## src/rtl/note_lane_renderer_pkg.sv

```systemverilog
// Shared constants and types for the note lane renderer: palette, lane geometry,
// pixel record and the slot colour rule.
package note_lane_renderer_pkg;

    localparam logic [2:0] BLACK   = 3'b000;
    localparam logic [2:0] BLUE    = 3'b001;
    localparam logic [2:0] GREEN   = 3'b010;
    localparam logic [2:0] CYAN    = 3'b011;
    localparam logic [2:0] RED     = 3'b100;
    localparam logic [2:0] MAGENTA = 3'b101;
    localparam logic [2:0] YELLOW  = 3'b110;
    localparam logic [2:0] WHITE   = 3'b111;

    localparam logic [6:0] LANE_ROW     = 7'd53;
    localparam int         NUM_SLOTS    = 10;
    localparam int         SQUARE_SIZE  = 4;
    localparam int         FRAME_PIXELS = NUM_SLOTS * SQUARE_SIZE * SQUARE_SIZE;

    typedef struct packed {
        logic [7:0] x;
        logic [6:0] y;
        logic [2:0] colour;
    } pixel_t;

    // Slot 0 is the hit zone and gets its own highlight colour when occupied.
    function automatic logic [2:0] slot_colour(input logic       occupied,
                                               input logic [3:0] slot,
                                               input logic [2:0] hit_c,
                                               input logic [2:0] note_c,
                                               input logic [2:0] bg_c);
        if (!occupied)
            return bg_c;
        return (slot == 4'd0) ? hit_c : note_c;
    endfunction

endpackage

```

## src/rtl/note_lane_renderer_slot_pixel_counter.sv

```systemverilog
// Frame pixel counter 0..159, decoded into slot index and pixel offset inside
// the 4x4 square (px fastest, then py, then slot).
module slot_pixel_counter
    import note_lane_renderer_pkg::*;
(
    input  logic       clk,
    input  logic       resetn,
    input  logic       clear,
    input  logic       enable,
    output logic [3:0] slot,
    output logic [1:0] px,
    output logic [1:0] py,
    output logic       last
);

    logic [7:0] cnt;

    always_ff @(posedge clk or negedge resetn) begin
        if (!resetn)
            cnt <= '0;
        else if (clear)
            cnt <= '0;
        else if (enable)
            cnt <= last ? 8'd0 : cnt + 8'd1;
    end

    assign slot = cnt[7:4];
    assign py   = cnt[3:2];
    assign px   = cnt[1:0];
    assign last = (cnt == 8'(FRAME_PIXELS - 1));

endmodule

```

## src/rtl/note_lane_renderer.sv

```systemverilog
// Repaints the 10-slot note lane on the VGA adapter, one pixel per clock,
// each time the note shifter signals a new window.
module note_lane_renderer
    import note_lane_renderer_pkg::*;
#(
    parameter logic [7:0] X0          = 8'd8,
    parameter logic [6:0] ROW         = LANE_ROW,
    parameter logic [7:0] PITCH       = 8'd12,
    parameter logic [2:0] NOTE_COLOUR = RED,
    parameter logic [2:0] HIT_COLOUR  = YELLOW,
    parameter logic [2:0] BG_COLOUR   = BLACK
) (
    input  logic       clk,
    input  logic       resetn,
    input  logic [9:0] notes,
    input  logic       shift_tick,
    output logic [7:0] x,
    output logic [6:0] y,
    output logic [2:0] colour,
    output logic       plot,
    output logic       busy,
    output logic       frame_done
);

    localparam logic [1:0] S_IDLE = 2'd0;
    localparam logic [1:0] S_DRAW = 2'd1;
    localparam logic [1:0] S_DONE = 2'd2;

    // state tracks what the registered outputs currently show; the counter
    // holds the index of the pixel to be emitted at the next edge.
    logic [1:0] state, state_nxt;
    logic [9:0] snapshot;
    logic       pending;
    logic       start, emit, frame_end;
    logic [3:0] slot;
    logic [1:0] px, py;
    logic       last;
    logic [9:0] src;
    pixel_t     pix;

    slot_pixel_counter u_cnt (
        .clk    (clk),
        .resetn (resetn),
        .clear  (!emit),
        .enable (emit),
        .slot   (slot),
        .px     (px),
        .py     (py),
        .last   (last)
    );

    always_comb begin
        // Inside DRAW the counter only reads zero once pixel 159 has been emitted.
        frame_end = (state == S_DRAW) && ({slot, py, px} == 8'd0);
        start     = ((state == S_IDLE) && shift_tick) ||
                    ((state == S_DONE) && (pending || shift_tick));
        emit      = start || ((state == S_DRAW) && !frame_end);

        state_nxt = state;
        case (state)
            S_IDLE:  if (start) state_nxt = S_DRAW;
            S_DRAW:  if (frame_end) state_nxt = S_DONE;
            S_DONE:  state_nxt = start ? S_DRAW : S_IDLE;
            default: state_nxt = S_IDLE;
        endcase

        // The first pixel of a frame is emitted on the capture edge, so it reads notes directly.
        src        = start ? notes : snapshot;
        pix.x      = X0 + 8'(slot) * PITCH + 8'(px);
        pix.y      = ROW + 7'(py);
        pix.colour = slot_colour(src[4'd9 - slot], slot, HIT_COLOUR, NOTE_COLOUR, BG_COLOUR);
    end

    always_ff @(posedge clk or negedge resetn) begin
        if (!resetn) begin
            state    <= S_IDLE;
            snapshot <= '0;
            pending  <= 1'b0;
        end else begin
            state <= state_nxt;
            if (start)
                snapshot <= notes;
            if (start)
                pending <= 1'b0;
            else if (shift_tick && (state != S_IDLE))
                pending <= 1'b1;
        end
    end

    always_ff @(posedge clk or negedge resetn) begin
        if (!resetn) begin
            x          <= '0;
            y          <= '0;
            colour     <= '0;
            plot       <= 1'b0;
            busy       <= 1'b0;
            frame_done <= 1'b0;
        end else begin
            plot       <= emit;
            busy       <= (state_nxt != S_IDLE);
            frame_done <= frame_end;
            if (emit) begin
                x      <= pix.x;
                y      <= pix.y;
                colour <= pix.colour;
            end
        end
    end

endmodule

```

## config.mk

```make
export PLATFORM = sky130hd
export DESIGN_NAME = note_lane_renderer
export DESIGN_NICKNAME = d
export VERILOG_FILES = /design/src/rtl/note_lane_renderer_pkg.sv /design/src/rtl/note_lane_renderer_slot_pixel_counter.sv /design/src/rtl/note_lane_renderer.sv
export SDC_FILE = /design/constraint.sdc
export NUM_CORES = 1
export LEC_CHECK = 0
export BUFFER_PORTS_ARGS = -buffer_cell sky130_fd_sc_hd__buf_4
export CAP_MARGIN = 20
export CORE_MARGIN = 5
export CORE_UTILIZATION = 56
export CTS_CLUSTER_SIZE = 30
export DETAILED_ROUTE_END_ITERATION = 8
export HOLD_SLACK_MARGIN = 0.06
export PLACE_DENSITY = 0.85
export SYNTH_ARGS = -nofsm -noshare
export SYNTH_HDL_FRONTEND = slang
export SYNTH_HIERARCHICAL = 1
export SYNTH_SLANG_ARGS = --single-unit
```

## constraint.sdc

```tcl
create_clock -name clk -period 2.9 [get_ports clk]
set_input_delay 0.145 -clock clk [delete_from_list [all_inputs] [get_ports clk]]
set_output_delay 0.145 -clock clk [all_outputs]
set_load 0.005 [all_outputs]
```

==> results.tsv <==
stage	metric	value	unit
logic_synthesis	Seq/Total Area, Yosys	45.01	%
floorplan	Starting Density	58.35	%
job	# Max-Cap Violations	0	
logic_synthesis	Cells after Synth	193	
clocking	CTS tree	built	
setup_path	Buf+Inv Stages, Crit Path	2	
floorplan	die width	72.23	um
sta	Final period util	87.28	%
global_routing	Tot GR Track Use	18.05	%
logic_synthesis	multiplexer share of the synthesized area	8.021	%
drt	Vias/cell	5.664	
setup_path	slowest CP cell	or4b_4	
floorplan	I/O pin total	34	
logic_synthesis	Adder-Cell Fraction of Synth Area	7.848	%
clocking	maximum clock insertion buffer count	2	
sta	setup TNS	0	ps
logic_synthesis	FFs w/ async S/R, synth	100.0	%
place	Placed Cells incl. Taps	268	
layout	share of layout cells above drive strength 1	30.57	%
layout	Final nets	254	
setup_path	CP Max Fanout	33	
sta	final-report setup violation count	0	
layout	final cell count without fillers	277	
logic_synthesis	largest family of logic cells by synthesized area	simple AND/OR/NAND/NOR gates	
logic_synthesis	Compound-Gate Fraction of Synth Area	14.08	%
sta	endpoints failing hold	0	
layout	Reg area	975.9	um2
clocking	Clock transition at path regs	80	ps
floorplan	Site Rows	22	
sta	slew margin rel.	64.84	%
layout	multi-input logic area	1091	um2
drt	1st-iter DRT viols	86	
pwr	P_leak	1.175	nW
layout	Area growth, synth to finish	18.00	%
setup_path	CP endpoint kind	flop	
clocking	post-cts sizing count	0	
setup_path	delay-heaviest family, CP	simple AND/OR/NAND/NOR gates	
logic_synthesis	mapped cell area	2168	um2
logic_synthesis	number of flops mapped to enable cells by yosys	0	
place	routability cong.	0.7581	
setup_path	Worst Path Required	3080	ps
global_routing	vias in the first global route	1622	
logic_synthesis	Synth Warn #	6	
logic_synthesis	area share of and/or/nand/nor cells after synthesis	16.39	%
drt	Routed WL	4334	um
pwr	Cell Pwr Density	760.6	nW/um2
run_status	run status	completed	
logic_synthesis	Post-Synth XOR/XNOR Area	3.635	%
sta	Final Critical Period	2531	ps
place	Post-DP HPWL	3072	um
sta	Highest Clock Rate	0.3951	GHz
sta	Tightest Pin Transition	527.4	ps
global_routing	largest net degree at the start of global routing	40	
logic_synthesis	Syn Area/Cell	11.23	um2
floorplan	Die ar.	5216	um2
drt	vias	1569	
drt	DR pass1 iterations	4	
sta	fin. max-slew vios	0	
setup_path	CP arrival	2710	ps
place	IO buf count	31	
setup_path	CP startpoint kind	flop	
clocking	clk_lat worst skew	290	ps
layout	Antenna diodes	0	
place	placed cell area	2431	um2
floorplan	Die Ht	72.23	um
global_routing	first-pass GRT wire length	7403	um
layout	final-layout fill cell count	270	
layout	fin area	2559	um2
clocking	CTS root buf	clkbuf_8	
logic_synthesis	count of different cell masters after synthesis	57	
logic_synthesis	synthesized flop and latch total	39	
setup_path	Worst path max stage delay	550	ps
logic_synthesis	top-area cell type share of the netlist area	45.01	%
clocking	TritonCTS Buffers	5	
global_routing	grt total ovfl	0	
worst_hold_path	Hold Path Class	in2reg	
floorplan	core area	3716	um2
clocking	clk sinks	39	
pwr	worst vdd ir	0.0003513	V
logic_synthesis	area leader, netlist	dfrtp_1	
drt	Post-DRT Antenna Nets	0	
drt	Residual DRC	0	
sta	clock skew	6.547	ps
drt	Avg WL per Cell	15.65	um
clocking	htree depth	2	
setup_path	worst path cell trace	inv_1 > ha_1 > nand2_1 > or4b_4 > a21oi_4 > buf_4 > o2111ai_1 > xor2_1 > a211oi_1	
logic_synthesis	largest cells by area after synthesis	dfrtp_1 45%, ha_1 6.9%, mux2_2 5.7%	
logic_synthesis	Main synth FF type	dfrtp_1	
global_routing	initial antenna violation count	0	
setup_path	WS Path Type	reg2reg	
sta	RSZ-0062 raised after global routing	false	
[layout make-up]
cell class	instances	share of cell area [%]
Clock buffer	6	3.227
Clock inverter	2	1.369
Inverter	9	1.320
Multi-Input combinational cell	136	42.64
Sequential cell	39	38.14
Tap cell	48	2.347
Timing Repair Buffer	37	10.95
[what timing repair did]
action	in CTS	in global routing
endpoints found under the hold margin	39	0
setup buffers	0	0
hold buffers	1	0
endpoints found under the setup margin	0	0
[logic make-up after synthesis]
| group | count (synthesis) |
|---|---|
| mux | 15 |
| compound gates | 39 |
| buf+inv | 19 |
| fa+ha+maj | 13 |
| other cells | 1 |
| xor+xnor | 9 |
| simple gates | 58 |
| flops | 39 |
[stage by stage]
stage | util, % | total power (W) | hold WS [ps] | setup slack (ps)
final | 68.86 | 0.001946 | 95.28 | 368.9
after global routing | 68.86 | 0.002055 | 103.1 | 220.4
after CTS | 68.86 | 0.001955 | 95.07 | 382.8
after detailed placement | 65.42 | 0.001492 | 137.3 | 425.8
after global placement | 65.42 | 0.001465 | 137.2 | 508.4
after floorplan | - | 0.001288 | -150.6 | 243.7
[sequential cells by signal, summed over array words and instances, names as in the netlist]
signal      flops
snapshot       10
u_cnt/cnt       8
x               8
y               5
colour          2
state           2
busy            1
frame_done      1
pending         1
plot            1
[power by group]
group          internal (W)  total [W]  switching, W
sequential         0.000715   0.000822      0.000106
combinational      0.000342   0.000661      0.000318
clock              0.000278   0.000464      0.000186
total               0.00134    0.00195      0.000610
[cell usage after synthesis (3+ instances only)]
cell type / count
and2b_1: 3
buf_4: 4
nor3_1: 3
nor2_1: 9
nor2b_1: 4
a32o_1: 5
ha_1: 12
mux2_2: 11
o21ai_0: 7
a211oi_1: 3
dfrtp_1: 39
o211ai_1: 3
inv_1: 8
nand3_1: 3
xor2_1: 4
nand2b_1: 5
a21oi_1: 4
xnor2_1: 5
nand2_1: 14
[routing by layer]
metal | vias to the layer above | track usage, % | part of all wire [%]
li1 | 756 | - | -
met1 | 765 | 21.37 | 43
met2 | 39 | 31.04 | 50
met3 | 9 | 4.571 | 4.7
met4 | 0 | 7.516 | 2.0
met5 | - | 0 | 0
[layout by cell type (no fill, tap or decap), drive strengths merged, types with 2 or more instances in the layout]
cell type,instances
a21o,2
mux2i,2
o21ai,7
dfrtp,39
or2,2
ha,12
a31oi,2
mux2,13
nor4b,2
nor2b,4
o211ai,4
a32o,5
o31ai,2
nor2,10
conb,2
xnor2,5
xor2,4
and2b,5
a21oi,5
nor3,3
a211oi,3
a32oi,2
nand2,14
nand3,4
clkbuf,6
inv,9
nand2b,5
buf,36
[worst paths after layout]
| check | cells after the start | slack [ps] | start | endpoint |
|---|---|---|---|---|
| min in group asynchronous | 2 | 360 | resetn | u_cnt/cnt[3] |
| worst max-delay path | 9 | 370 | u_cnt/cnt[6] | u_cnt/cnt[3] |
| worst min-delay path | 2 | 100 | notes[3] | snapshot[3] |
| worst min register to register | 2 | 490 | x[5] | x[5] |
| worst max register to register | 9 | 370 | u_cnt/cnt[6] | u_cnt/cnt[3] |
| max in group asynchronous | 2 | 2200 | resetn | snapshot[6] |
Note: power is estimated with default switching activity, not from simulation.
